File: src/rtl/puf_eval_ctrl.sv
// Evaluation controller for a 4-bit ring-oscillator PUF array.
// Runs one challenge NUM_EVAL times, counts ones per response bit and returns a
// majority-voted response together with a per-bit instability mask.

module puf_eval_ctrl #(
  parameter int unsigned RST_CYCLES    = 2,
  parameter int unsigned EVAL_CYCLES   = 64,
  parameter int unsigned SETTLE_CYCLES = 2,
  parameter int unsigned NUM_EVAL      = 5
) (
  input  logic       clk,
  input  logic       reset,
  input  logic       req_valid,
  output logic       req_ready,
  input  logic [3:0] req_cha0,
  input  logic [3:0] req_cha1,
  output logic       puf_reset,
  output logic [3:0] puf_cha0,
  output logic [3:0] puf_cha1,
  output logic       puf_enable,
  input  logic [3:0] puf_response,
  output logic       resp_valid,
  input  logic       resp_ready,
  output logic [3:0] resp_data,
  output logic [3:0] resp_unstable,
  output logic       busy
);

  localparam int unsigned CntW   = $clog2(NUM_EVAL + 1);
  localparam int unsigned IdxW   = (NUM_EVAL > 1) ? $clog2(NUM_EVAL) : 1;
  localparam int unsigned MaxCyc =
      (RST_CYCLES > EVAL_CYCLES) ?
      ((RST_CYCLES > SETTLE_CYCLES) ? RST_CYCLES : SETTLE_CYCLES) :
      ((EVAL_CYCLES > SETTLE_CYCLES) ? EVAL_CYCLES : SETTLE_CYCLES);
  localparam int unsigned CycW   = (MaxCyc > 1) ? $clog2(MaxCyc) : 1;

  typedef enum logic [2:0] {
    StIdle,
    StClr,
    StRun,
    StSettle,
    StSample,
    StVote,
    StDone
  } state_e;

  state_e            state_q, state_d;
  logic [CycW-1:0]   cyc_q, cyc_d;
  logic [IdxW-1:0]   idx_q, idx_d;
  logic [CntW-1:0]   cnt_q [4];
  logic [CntW-1:0]   cnt_d [4];
  logic [3:0]        cha0_q, cha0_d;
  logic [3:0]        cha1_q, cha1_d;
  logic [3:0]        data_q, data_d;
  logic [3:0]        unst_q, unst_d;

  logic              req_ready_q;
  logic              puf_reset_q;
  logic              puf_enable_q;
  logic              resp_valid_q;
  logic              busy_q;

  // Next-state and datapath update for the evaluation sequence.
  always_comb begin
    state_d = state_q;
    cyc_d   = cyc_q;
    idx_d   = idx_q;
    cnt_d   = cnt_q;
    cha0_d  = cha0_q;
    cha1_d  = cha1_q;
    data_d  = data_q;
    unst_d  = unst_q;

    unique case (state_q)
      StIdle: begin
        if (req_valid && req_ready_q) begin
          cha0_d = req_cha0;
          cha1_d = req_cha1;
          for (int i = 0; i < 4; i++) begin
            cnt_d[i] = '0;
          end
          idx_d   = '0;
          cyc_d   = '0;
          state_d = StClr;
        end
      end

      StClr: begin
        if (cyc_q == CycW'(RST_CYCLES - 1)) begin
          cyc_d   = '0;
          state_d = StRun;
        end else begin
          cyc_d = cyc_q + 1'b1;
        end
      end

      StRun: begin
        if (cyc_q == CycW'(EVAL_CYCLES - 1)) begin
          cyc_d   = '0;
          // With no settle time the response is sampled straight after the run.
          state_d = (SETTLE_CYCLES == 0) ? StSample : StSettle;
        end else begin
          cyc_d = cyc_q + 1'b1;
        end
      end

      StSettle: begin
        if (cyc_q == CycW'(SETTLE_CYCLES - 1)) begin
          cyc_d   = '0;
          state_d = StSample;
        end else begin
          cyc_d = cyc_q + 1'b1;
        end
      end

      StSample: begin
        for (int i = 0; i < 4; i++) begin
          cnt_d[i] = cnt_q[i] + CntW'(puf_response[i]);
        end
        if (idx_q == IdxW'(NUM_EVAL - 1)) begin
          state_d = StVote;
        end else begin
          idx_d   = idx_q + 1'b1;
          state_d = StClr;
        end
      end

      StVote: begin
        // NUM_EVAL is odd, so a strict majority always exists.
        for (int i = 0; i < 4; i++) begin
          data_d[i] = (cnt_q[i] > CntW'(NUM_EVAL / 2));
          unst_d[i] = (cnt_q[i] != '0) && (cnt_q[i] != CntW'(NUM_EVAL));
        end
        state_d = StDone;
      end

      StDone: begin
        if (resp_ready) begin
          state_d = StIdle;
        end
      end

      default: state_d = StIdle;
    endcase
  end

  // State and datapath registers.
  always_ff @(posedge clk or negedge reset) begin
    if (!reset) begin
      state_q <= StIdle;
      cyc_q   <= '0;
      idx_q   <= '0;
      for (int i = 0; i < 4; i++) begin
        cnt_q[i] <= '0;
      end
      cha0_q  <= '0;
      cha1_q  <= '0;
      data_q  <= '0;
      unst_q  <= '0;
    end else begin
      state_q <= state_d;
      cyc_q   <= cyc_d;
      idx_q   <= idx_d;
      cnt_q   <= cnt_d;
      cha0_q  <= cha0_d;
      cha1_q  <= cha1_d;
      data_q  <= data_d;
      unst_q  <= unst_d;
    end
  end

  // Control outputs are registered from the next state so they line up with it.
  always_ff @(posedge clk or negedge reset) begin
    if (!reset) begin
      req_ready_q  <= 1'b1;
      puf_reset_q  <= 1'b1;
      puf_enable_q <= 1'b0;
      resp_valid_q <= 1'b0;
      busy_q       <= 1'b0;
    end else begin
      req_ready_q  <= (state_d == StIdle);
      puf_reset_q  <= (state_d == StIdle) || (state_d == StClr) || (state_d == StDone);
      puf_enable_q <= (state_d == StRun);
      resp_valid_q <= (state_d == StDone);
      busy_q       <= (state_d != StIdle);
    end
  end

  assign req_ready     = req_ready_q;
  assign puf_reset     = puf_reset_q;
  assign puf_enable    = puf_enable_q;
  assign puf_cha0      = cha0_q;
  assign puf_cha1      = cha1_q;
  assign resp_valid    = resp_valid_q;
  assign resp_data     = data_q;
  assign resp_unstable = unst_q;
  assign busy          = busy_q;

endmodule

File: config.mk
export PLATFORM = sky130hd
export DESIGN_NAME = puf_eval_ctrl
export DESIGN_NICKNAME = d
export VERILOG_FILES = /design/src/rtl/puf_eval_ctrl.sv
export SDC_FILE = /design/constraint.sdc
export NUM_CORES = 1
export LEC_CHECK = 0
export CAP_MARGIN = 0
export CORE_MARGIN = 4
export CORE_UTILIZATION = 34
export CTS_CLUSTER_DIAMETER = 100
export DETAILED_ROUTE_END_ITERATION = 16
export GPL_TIMING_DRIVEN = 0
export PLACE_DENSITY_LB_ADDON = 0.25
export SLEW_MARGIN = 30
export SYNTH_ARGS = -nofsm -noshare
export SYNTH_HDL_FRONTEND = slang
export SYNTH_SLANG_ARGS = --single-unit
export TNS_END_PERCENT = 1
File: constraint.sdc
create_clock -name clk -period 3.4 [get_ports clk]
set_clock_uncertainty 0.1 [all_clocks]
set_input_delay 0.68 -clock clk [delete_from_list [all_inputs] [get_ports clk]]
set_output_delay 0.68 -clock clk [all_outputs]
set_load 0.01 [all_outputs]
# == Word level (Yosys, flattened, before mapping) ==
# Index checks and enable logic that the tools add are counted.
# Widths: inputs -> output; s select.
# op_classes
add_sub_neg,6
n_lt_le_gt_ge,4
eq_ne,18
n_mux,16
reduce_logical,21
# ops
cell,count
$mux 3,8
$pmux 12 s2,1
$pmux 3 s7,1
$mux 6,3
$pmux 6 s3,1
$reduce_bool 3->1,6
$eq 3x3->1 const B,5
$add 3x1->3,4
$gt 3x2->1 const B,4
$mux 12,1
$ne 3x3->1 const B,4
$eq 3x2->1 const B,3
$add 6x1->6 const B,1
$eq 3x1->1 const B,2
$eq 6x1->1 const B,1
$eq 6x6->1 const B,1
$logic_not 3->1,2
$pmux 3 s2,1
$reduce_and 2->1,3
$logic_and 1x1->1,5
$ne 2x2->1 const B,2
$add 3x1->3 const B,1
$reduce_and 3->1,1
$logic_or 1x1->1,2
other kinds (2),2
# word_totals
register_bits,45
output_inout_bits,21
wordCells,81

# == Depth between registers and ports, before layout ==
# logic_depth
word_depth,6
ltp_mapped,6
ltp_nobuf,6

# == Least setup slack after synthesis ==
# Ideal clock, no wire load.
# synth_path
path_type,reg-to-reg
from,register cyc_q[1]
to,"register busy_q, in the netlist busy"
arrival_ns,1.606
required_ns,3.169
path_slack_ns,1.563
path_stages_with_launch,7
path_buffers,0
period_less_slack_ns,1.837
cell_sequence,dfrtp_1 inv_1 ha_1 or4b_4 nor3_2 o32ai_2 or3_1
# synth_via
elab_chain_len,4
word_cells_on_any_way,7
cone_classes,eq/ne: 2; mux: 4; reduce/logical: 1
# synth_lines
element,line,text
from (decl),48,"logic [CycW-1:0] cyc_q, cyc_d;"
from (signal assigned),162,cyc_q <= cyc_d;
$eq 6x1->1 / $eq 6x6->1 (equally long branches),"89, 108, 98",
"$mux 3, on equally long branches","108, 89, 98",
$pmux 3 s7 (*),74,unique case (state_q)
named net state_d[1],47,"state_e state_q, state_d;"
$reduce_bool 3->1 (*),185,busy_q <= (state_d != StIdle);
to (signal assigned),185,
to (decl),61,logic busy_q;
# The timed path passes the listed nets; every way through them passes the cells marked *.
# A chain may end at the register's enable or synchronous reset.

# == Worst setup path after layout ==
# layout_path
from,"register req_ready_q, in the netlist req_ready"
to,output port req_ready
# layout_lines
element,line,text
from (decl),57,logic req_ready_q;
from (signal assigned),181,req_ready_q <= (state_d == StIdle);
to (decl),14,"output logic req_ready,"
# No word-level cell between the ends.

==> insert_results.sql <==
INSERT INTO impl_metrics (metric_group, metric, value, unit) VALUES
('worst_setup_path', 'timing.critical_path.fanout_max', '4', ''),
('worst_setup_path', 'crit_slowest_cell', 'dfstp_2', ''),
('grt', 'number_of_global_route_vias_before_repair', '1674', ''),
('timing', 'fin_setup_tns', '0', 'ns'),
('finish', 'final_design_area_no_fill', '0.00279', 'mm2'),
('floorplanning', 'core_area', '0.00635', 'mm2'),
('routing', 'vias_per_cell', '5.01', ''),
('placement', 'portBuffers', '36', ''),
('worst_setup_path', 'largest_stage_delay_worst_path', '0.58', 'ns'),
('worst_setup_path', 'required', '2.62', 'ns'),
('worst_setup_path', 'timing.critical_path.max_delay_family', 'flip-flops', ''),
('synth', 'synthesis.area', '0.00222', 'mm2'),
('timing', 'final_number_of_max_transition_violations', '0', ''),
('synth', 'post_synth_main_area_contributors', 'dfrtp_1 (49%), nand2_1 (6.9%), ha_1 (6.8%)', ''),
('outcome', 'outcome', 'complete, no violations', ''),
('cts', 'postCtsHoldBufs', '0', ''),
('timing', 'finalCritPeriodShare', '64.5', '%'),
('worst_setup_path', 'crit_arrival', '1.41', 'ns'),
('floorplanning', 'initial_utilization', '34.9', '%'),
('synth', 'ys.flop_type', 'dfrtp_1', ''),
('cts', 'cts.clk_slew.worst_paths', '0.09', 'ns'),
('floorplanning', 'die-height', '88.8', 'um'),
('floorplanning', 'die-area', '0.00788', 'mm2'),
('synth', 'synth.top_cells.by_count', 'dfrtp_1 (43), nand2_1 (41), o21ai_0 (22)', ''),
('cts', 'postCtsSetupBuffers', '0', ''),
('synth', 'synth_area_leader_cell', 'dfrtp_1', ''),
('routing', 'vias', '1688', ''),
('timing', 'worst_slack', '1.21', 'ns'),
('grt', 'globalRoute.totalOverflow', '0', ''),
('synth', 'async_set_or_reset_register_ratio_after_synthesis', '100', '%'),
('floorplanning', 'floorplan.die.width', '88.8', 'um'),
('cts', 'max_clock_buf_depth', '2', ''),
('timing', 'timing_worst_slew_pin_value', '0.578', 'ns'),
('finish', 'num_antenna_cells', '0', ''),
('cts', 'htreeDepth', '2', ''),
('finish', 'seq_area', '0.00113', 'mm2'),
('timing', 'final_hold_violations', '0', ''),
('timing', 'setup_viol', '0', ''),
('pwr', 'ir_drop', '206', 'uV'),
('routing', 'drt_iter0_drc', '114', ''),
('routing', 'drt-wirelength-per-cell', '13.4', 'um'),
('finish', 'multi_input_gate_area', '0.00101', 'mm2'),
('synth', 'syn_nets', '244', ''),
('synth', 'number_of_synthesized_flops_with_an_enable_pin', '0', ''),
('synth', 'yosys.area.top_type_share', '48.5', '%'),
('grt', 'antenna_violations_before_repair', '0', ''),
('cts', 'numClockSinks', '45', ''),
('pwr', 'cellPowerDensity', '350', 'mW/mm2'),
('routing', 'drt_pass1_iterations', '4', ''),
('grt', 'grt_start_max_net_pins', '46', ''),
('finish', 'fillers', '606', ''),
('synth', 'synth_compound_gate_area_share', '15.6', '%'),
('cts', 'ctsResizeCount', '0', ''),
('synth', 'post_synth_mux_area_share', '4.06', '%'),
('synth', 'synthMostInstantiatedCell', 'dfrtp_1', ''),
('synth', 'synth_sequential_area_ratio', '50.9', '%'),
('cts', 'cts-root-buf', 'clkbuf_8', ''),
('timing', 'slew_headroom', '61.5', '%'),
('routing', 'wl', '4520', 'um'),
('grt', 'total_track_usage', '12.7', '%'),
('timing', 'rsz0062_at_grt', 'false', ''),
('timing', 'max_freq', '456', 'MHz'),
('timing', 'timing.final.crit_period', '2.19', 'ns'),
('finish', 'final_layout_size_suffix_gt1_share', '12.3', '%'),
('placement', 'gp_congestion', '0.772', ''),
('worst_setup_path', 'endpoint_kind', 'output pin', ''),
('synth', 'syn-mean-instance-area', '10.3', 'um2'),
('placement', 'place_ws', '0.953', 'ns'),
('synth', 'yosys.area_share.simple', '16.2', '%'),
('cts', 'cts_made_buffers', '5', ''),
('synth', 'ys_seq_elements', '45', '');
## kinds of logic after synthesis
logic type | count (synthesis)
fa+ha+maj | 12
mux | 8
xor+xnor | 7
buf+inv | 15
simple gates | 76
flops | 45
compound gates | 53
## worst paths after layout
path / start / endpoint / slack [ns] / depth (start not counted)
setup reg to reg: idx_q[0]$_DFFE_PN0P_ / busy$_DFF_PN0_ / 1.36 / 6
max in group asynchronous: reset / state_q[2]$_DFF_PN0_ / 2.54 / 1
setup / recovery: req_ready$_DFF_PN1_ / req_ready / 1.21 / 1
hold / removal: reset / resp_unstable[1]$_DFFE_PN0P_ / 0.27 / 1
hold reg to reg: resp_data[2]$_DFFE_PN0P_ / resp_data[2]$_DFFE_PN0P_ / 0.38 / 2
min in group clk: resp_data[2]$_DFFE_PN0P_ / resp_data[2]$_DFFE_PN0P_ / 0.38 / 2
## area by class of cell
cell class | count | share of cell area (%)
multi-input cells | 156 | 36.1
repair buffers | 36 | 12.8
well taps | 77 | 3.46
clock inverters | 3 | 1.66
inverters | 6 | 0.808
flip-flops and latches | 45 | 40.5
plain buffers | 9 | 2.16
clock buffers | 5 | 2.47
## through the flow
| step | instances | utilization, % | total power, mW | hold slack, ns |
|---|---|---|---|---|
| 3_3_place_gp | 329 | 42.1 | 0.580 | 0.362 |
| 5_1_grt | 337 | 43.9 | 1.02 | 0.315 |
| 3_5_place_dp | 329 | 42.1 | 0.580 | 0.370 |
| 2_1_floorplan | 216 | - | 0.550 | 0.284 |
| 4_1_cts | 337 | 43.9 | 0.996 | 0.297 |
| 6_report | 337 | 43.9 | 0.975 | 0.274 |
## power by group
part           switching, mW  leakage, nW  internal [mW]
Clock                  0.187       0.0543          0.220
Combinational         0.0159        0.615         0.0175
Sequential                 0        0.544          0.535
Total                  0.203         1.21          0.772
## sequential cells by signal, indices dropped and copies added (netlist names), 3 cells and up
| signal | cells |
|---|---|
| cnt_q | 12 |
| puf_cha0 | 4 |
| puf_cha1 | 4 |
| state_q | 3 |
| cyc_q | 6 |
| idx_q | 3 |
| resp_data | 4 |
| resp_unstable | 4 |
## routing by layer
layer / GRT usage, % / wire length [um] / vias to the layer above
met1: 16.2 / 2180 / 800
met5: 0 / 0 / -
met3: 3.17 / 169 / 9
li1: - / - / 845
met4: 6.18 / 101 / 0
met2: 20.1 / 2070 / 34
## layout by cell type (no fill, tap or decap), drive strengths merged, types with 2 or more instances in the layout
cell	count
a21o	4
nand2	41
buf	6
o31ai	2
dfstp	2
dfrtp	43
a211o	2
clkdlybuf4s50	35
nor3b	2
o21bai	2
clkbuf	9
nor3	6
a21oi	9
inv	6
or3	2
o21ai	22
nor2	11
mux2	8
a22o	2
or4	2
nand3	4
o21a	2
ha	12
xor2	7
nor4b	2
Note: power is estimated with default switching activity, not from simulation.
